File: config.mk
export PLATFORM = sky130hd
export DESIGN_NAME = if_stage
export DESIGN_NICKNAME = d
export VERILOG_FILES = /design/src/rtl/riscv_pkg.sv /design/src/rtl/ifid_reg.sv /design/src/rtl/if_stage.sv
export SDC_FILE = /design/constraint.sdc
export NUM_CORES = 1
export LEC_CHECK = 0
export ABC_CLOCK_PERIOD_IN_PS = 3300
export CAP_MARGIN = 10
export CORE_ASPECT_RATIO = 0.5
export CORE_UTILIZATION = 35
export DETAILED_ROUTE_END_ITERATION = 8
export SLEW_MARGIN = 10
export SYNTH_ARGS = -nofsm -noshare
export SYNTH_HDL_FRONTEND = slang
export SYNTH_SLANG_ARGS = --single-unit
File: constraint.sdc
create_clock -name clk -period 3.3 [get_ports clk]
set_clock_uncertainty 0.15 [all_clocks]
set_input_delay 0.99 -clock clk [delete_from_list [all_inputs] [get_ports clk]]
set_output_delay 0.99 -clock clk [all_outputs]
set_load 0.01 [all_outputs]
File: src/rtl/riscv_pkg.sv
// Shared RV32 constants and helpers used by the fetch stage.
package riscv_pkg;
    localparam int          XLEN             = 32;
    localparam logic [31:0] RV_NOP_INST      = 32'h0000_0013;
    localparam logic [31:0] RESET_PC_DEFAULT = 32'h0000_0000;
    localparam logic [31:0] INST_BYTES       = 32'd4;

    typedef enum logic [1:0] {
        NPC_SEQ      = 2'd0,
        NPC_HOLD     = 2'd1,
        NPC_REDIRECT = 2'd2
    } npc_sel_e;

    function automatic logic [XLEN-1:0] align_word(input logic [XLEN-1:0] addr);
        return {addr[XLEN-1:2], 2'b00};
    endfunction
endpackage

File: src/rtl/ifid_reg.sv
// IF/ID pipeline register: reset, bubble, load and hold controls.
module ifid_reg
    import riscv_pkg::*;
#(
    parameter logic [XLEN-1:0] NOP_INST = RV_NOP_INST
) (
    input  logic            clk,
    input  logic            rst,
    input  logic            i_load,
    input  logic            i_bubble,
    input  logic [XLEN-1:0] i_pc,
    input  logic [XLEN-1:0] i_inst,
    output logic [XLEN-1:0] o_pc,
    output logic [XLEN-1:0] o_pc4,
    output logic [XLEN-1:0] o_inst,
    output logic            o_valid
);
    logic [XLEN-1:0] r_pc;
    logic [XLEN-1:0] r_pc4;
    logic [XLEN-1:0] r_inst;
    logic            r_valid;

    // A bubble clears the whole entry so a squashed PC never leaks downstream.
    always_ff @(posedge clk) begin
        if (rst || i_bubble) begin
            r_pc    <= '0;
            r_pc4   <= '0;
            r_inst  <= NOP_INST;
            r_valid <= 1'b0;
        end else if (i_load) begin
            r_pc    <= i_pc;
            r_pc4   <= i_pc + INST_BYTES;
            r_inst  <= i_inst;
            r_valid <= 1'b1;
        end
    end

    assign o_pc    = r_pc;
    assign o_pc4   = r_pc4;
    assign o_inst  = r_inst;
    assign o_valid = r_valid;
endmodule

File: src/rtl/if_stage.sv
// Instruction fetch stage: PC register, next-PC selection and IF/ID capture.
module if_stage
    import riscv_pkg::*;
#(
    parameter logic [XLEN-1:0] RESET_PC = RESET_PC_DEFAULT,
    parameter logic [XLEN-1:0] NOP_INST = RV_NOP_INST
) (
    input  logic            clk,
    input  logic            rst,
    input  logic            stall,
    input  logic            redirect,
    input  logic [XLEN-1:0] redirect_pc,
    output logic [XLEN-1:0] pc_o,
    input  logic [XLEN-1:0] inst_i,
    output logic [XLEN-1:0] ifid_pc,
    output logic [XLEN-1:0] ifid_pc4,
    output logic [XLEN-1:0] ifid_inst,
    output logic            ifid_valid,
    output logic            misalign_fault,
    output logic [XLEN-1:0] fetch_cnt
);
    logic [XLEN-1:0] r_pc;
    logic            r_misalign;
    logic [XLEN-1:0] r_fetch_cnt;
    npc_sel_e        w_npc_sel;
    logic [XLEN-1:0] w_pc_next;
    logic            w_load;

    always_comb begin
        w_npc_sel = NPC_SEQ;
        if (redirect)
            w_npc_sel = NPC_REDIRECT;
        else if (stall)
            w_npc_sel = NPC_HOLD;
    end

    always_comb begin
        w_pc_next = r_pc + INST_BYTES;
        case (w_npc_sel)
            NPC_REDIRECT: w_pc_next = align_word(redirect_pc);
            NPC_HOLD:     w_pc_next = r_pc;
            default:      w_pc_next = r_pc + INST_BYTES;
        endcase
    end

    assign w_load = (w_npc_sel == NPC_SEQ);

    // RESET_PC is word-aligned on load so pc_o[1:0] stays zero even for an odd parameter.
    always_ff @(posedge clk) begin
        if (rst) begin
            r_pc        <= align_word(RESET_PC);
            r_misalign  <= 1'b0;
            r_fetch_cnt <= '0;
        end else begin
            r_pc        <= w_pc_next;
            r_misalign  <= redirect && (redirect_pc[1:0] != 2'b00);
            if (w_load)
                r_fetch_cnt <= r_fetch_cnt + 32'd1;
        end
    end

    ifid_reg #(
        .NOP_INST (NOP_INST)
    ) u_ifid_reg (
        .clk      (clk),
        .rst      (rst),
        .i_load   (w_load),
        .i_bubble (redirect),
        .i_pc     (r_pc),
        .i_inst   (inst_i),
        .o_pc     (ifid_pc),
        .o_pc4    (ifid_pc4),
        .o_inst   (ifid_inst),
        .o_valid  (ifid_valid)
    );

    assign pc_o           = r_pc;
    assign misalign_fault = r_misalign;
    assign fetch_cnt      = r_fetch_cnt;
endmodule

==> metrics.txt <==
I/O Buffers 223; CORE AREA 18800 sq um; critical path type reg -> out; Placer Congestion 0.806; Max Root-Sink Buffers 2; Seq pwr share 0.437; CTS clk-pin slew, worst paths 0.06 ns; RSZ-0062 raised after global routing no; die footprint 20200 sq um; worst-skew pair later-pin latency 0.42 ns; Cell variety after synth 39; worst hold start u_ifid_reg.o_valid; layout cells sized above 1 0.0766; hold crit path type reg -> reg; pin count of the biggest net entering global routing 60; grt ovf 0; wire length on met1 9.60 mm; CP delay by family, top buffers and inverters; Die Y 101 um; metal3 WL 875 um; nets@finish 1037; crit-path cells clkdlybuf4s50_1; antenna violation net count after detailed routing 0; hold buffers post-CTS 0; Util after Layout 0.529; commonest non-fill, non-tap cell in the layout clkdlybuf4s50_1; area taken by multi-input logic gates 3430 sq um; Routed met2 length 9.30 mm; Worst path max stage delay 0.63 ns; post-CTS setup buffers 0; fill cell count 1731; Clock Tree Root clkbuf_16; top layer used by detailed routing met4; DRC viols 0; worst-path fanout max 12; drt pass-1 iters 4; DR vias/cell 4.81; wire per inst 16.1 um; CTS H-tree lvls 4; Mapped Area 6860 sq um; cell count after synthesis 759; Worst EP required 2.16 ns; status finished, final reports clean; Crit. End Element output pin; area grow syn2layout 45.0%; total track usage 0.196; r2r setup slk 0.79 ns; VDD IR max 0.393 mV; via count of the routed design 5950; critical register-to-register path startpoint pc_o[11]; Seq/Total Area, Yosys 0.455; Leak 3.73 nW; P_sw 1.10 mW; Max-slew headroom 0.419; Comb pwr share 0.108; Final period util 0.847; synth warn 0; Fmax achieved 0.358 GHz; Setup TNS 0 ns; first-pass GRT wire length 30.7 mm; Hold Vio Cnt, Final 0; CTS sink cnt 156; antenna violations before repair 0; hpwl dp 14.1 mm; Critical-path top delay cell clkdlybuf4s50_1; Hold WS 0.302 ns; Antenna diodes 0; number of synthesized flops with an enable pin 0; Core Rows 35; number of max-cap violations 0; PD cells 462 nW/um^2; I/O Pins 230; post-synthesis async set-or-reset flop share 0; FF+latch count, synth 156; Mean Syn Cell Area 9.03 sq um; # resized after CTS 0; ys flop type dfxtp_1; endpoints failing setup 0; CTS tree done; Int Pwr 3.49 mW; vias in the first global route 5628; CP Launch Type flip-flop; die width 200 um; FF+latch area 3120 sq um; clock power share 0.455; CP Buf/Inv Count 1; most frequent cells in the layout clkdlybuf4s50_1, dfxtp_1, nor2_1; starting density of the core 0.365; crit path DAT 1.65 ns; Slew Viols, Final 0; Crit. Startpoint pc_o[16]; Post-Route WL 19.9 mm; min cycle time layout 2.79 ns; cts bufs inserted 17; sw frac 0.240; DR iter-0 viols 185; Worst-Margin Slew 0.866 ns
## worst paths after layout
kind                            cells past startpoint            endpoint
worst min-delay path                                2  u_ifid_reg.o_valid
worst max register to register                      6            pc_o[19]
worst max-delay path                                1            pc_o[16]
worst min register to register                      2  u_ifid_reg.o_valid
## per-layer routing
metal	track usage	vias to the layer above
li1	-	2987
met1	0.259	2845
met2	0.322	106
met3	0.0462	12
met4	0.0476	0
met5	0	-
## cell usage after synthesis (3+ instances only)
| library cell | count | share of area |
|---|---|---|
| nor3_1 | 14 | 0.010 |
| buf_4 | 6 | 0.0066 |
| nor4_4 | 6 | 0.019 |
| and3_1 | 7 | 0.0064 |
| inv_1 | 9 | 0.0049 |
| or2_2 | 4 | 0.0036 |
| or3_1 | 3 | 0.0027 |
| xnor2_1 | 28 | 0.036 |
| nand4b_1 | 4 | 0.0051 |
| nor2_1 | 146 | 0.080 |
| a21oi_1 | 35 | 0.026 |
| mux2i_1 | 64 | 0.093 |
| a311oi_1 | 3 | 0.0038 |
| clkbuf_1 | 32 | 0.018 |
| nand4_1 | 25 | 0.023 |
| o21ai_0 | 24 | 0.018 |
| xor2_1 | 55 | 0.070 |
| nand3_1 | 30 | 0.022 |
| dfxtp_1 | 156 | 0.46 |
| nand2_1 | 39 | 0.021 |
| a211oi_1 | 21 | 0.023 |
| buf_2 | 21 | 0.015 |
## power by group through the flow
stage,registers (mW),logic [mW],clock network (mW)
after detailed placement,2.05,0.497,0
after floorplan,2.05,0.235,0
after global placement,2.05,0.493,0
after global routing,2.02,0.535,2.21
final,2.01,0.495,2.09
after CTS,2.01,0.500,2.13
## logic make-up (layout without fill, tap and decap cells)
logic type | after synthesis | in the layout | share of synthesized area
simple gates | 294 | 294 | 0.217
mux | 64 | 64 | 0.0934
buf+inv | 72 | 287 | 0.0487
other cells | 1 | 6 | 0.000547
compound gates | 87 | 87 | 0.0754
fa+ha+maj | 2 | 2 | 0.00365
xor+xnor | 83 | 83 | 0.106
flops | 156 | 156 | 0.455
## state kept, by name (all words and copies together), names as in the netlist
signal,cells
u_ifid_reg.o_pc,30
u_ifid_reg.o_valid,1
misalign_fault,1
u_ifid_reg.o_inst,32
pc_o,30
u_ifid_reg.o_pc4,30
fetch_cnt,32
## per-stage QoR
stage / instances / setup WS [ns] / cell area, sq um / power (mW)
after floorplan: 764 / 0.720 / 6880 / 2.28
after global placement: 1207 / 0.361 / 9320 / 2.54
after detailed placement: 1207 / 0.342 / 9320 / 2.55
after CTS: 1238 / 0.488 / 9940 / 4.64
after global routing: 1238 / 0.449 / 9940 / 4.76
final: 1238 / 0.506 / 9940 / 4.60
## final cells by class
type	instances	area share
inverter	9	0.00340
tap	259	0.0326
sequential	156	0.314
clock buffer	21	0.0453
timing repair buffer	247	0.243
multi-input combinational	536	0.345
clock inverter	10	0.0166
Note: power is estimated with default switching activity, not from simulation.
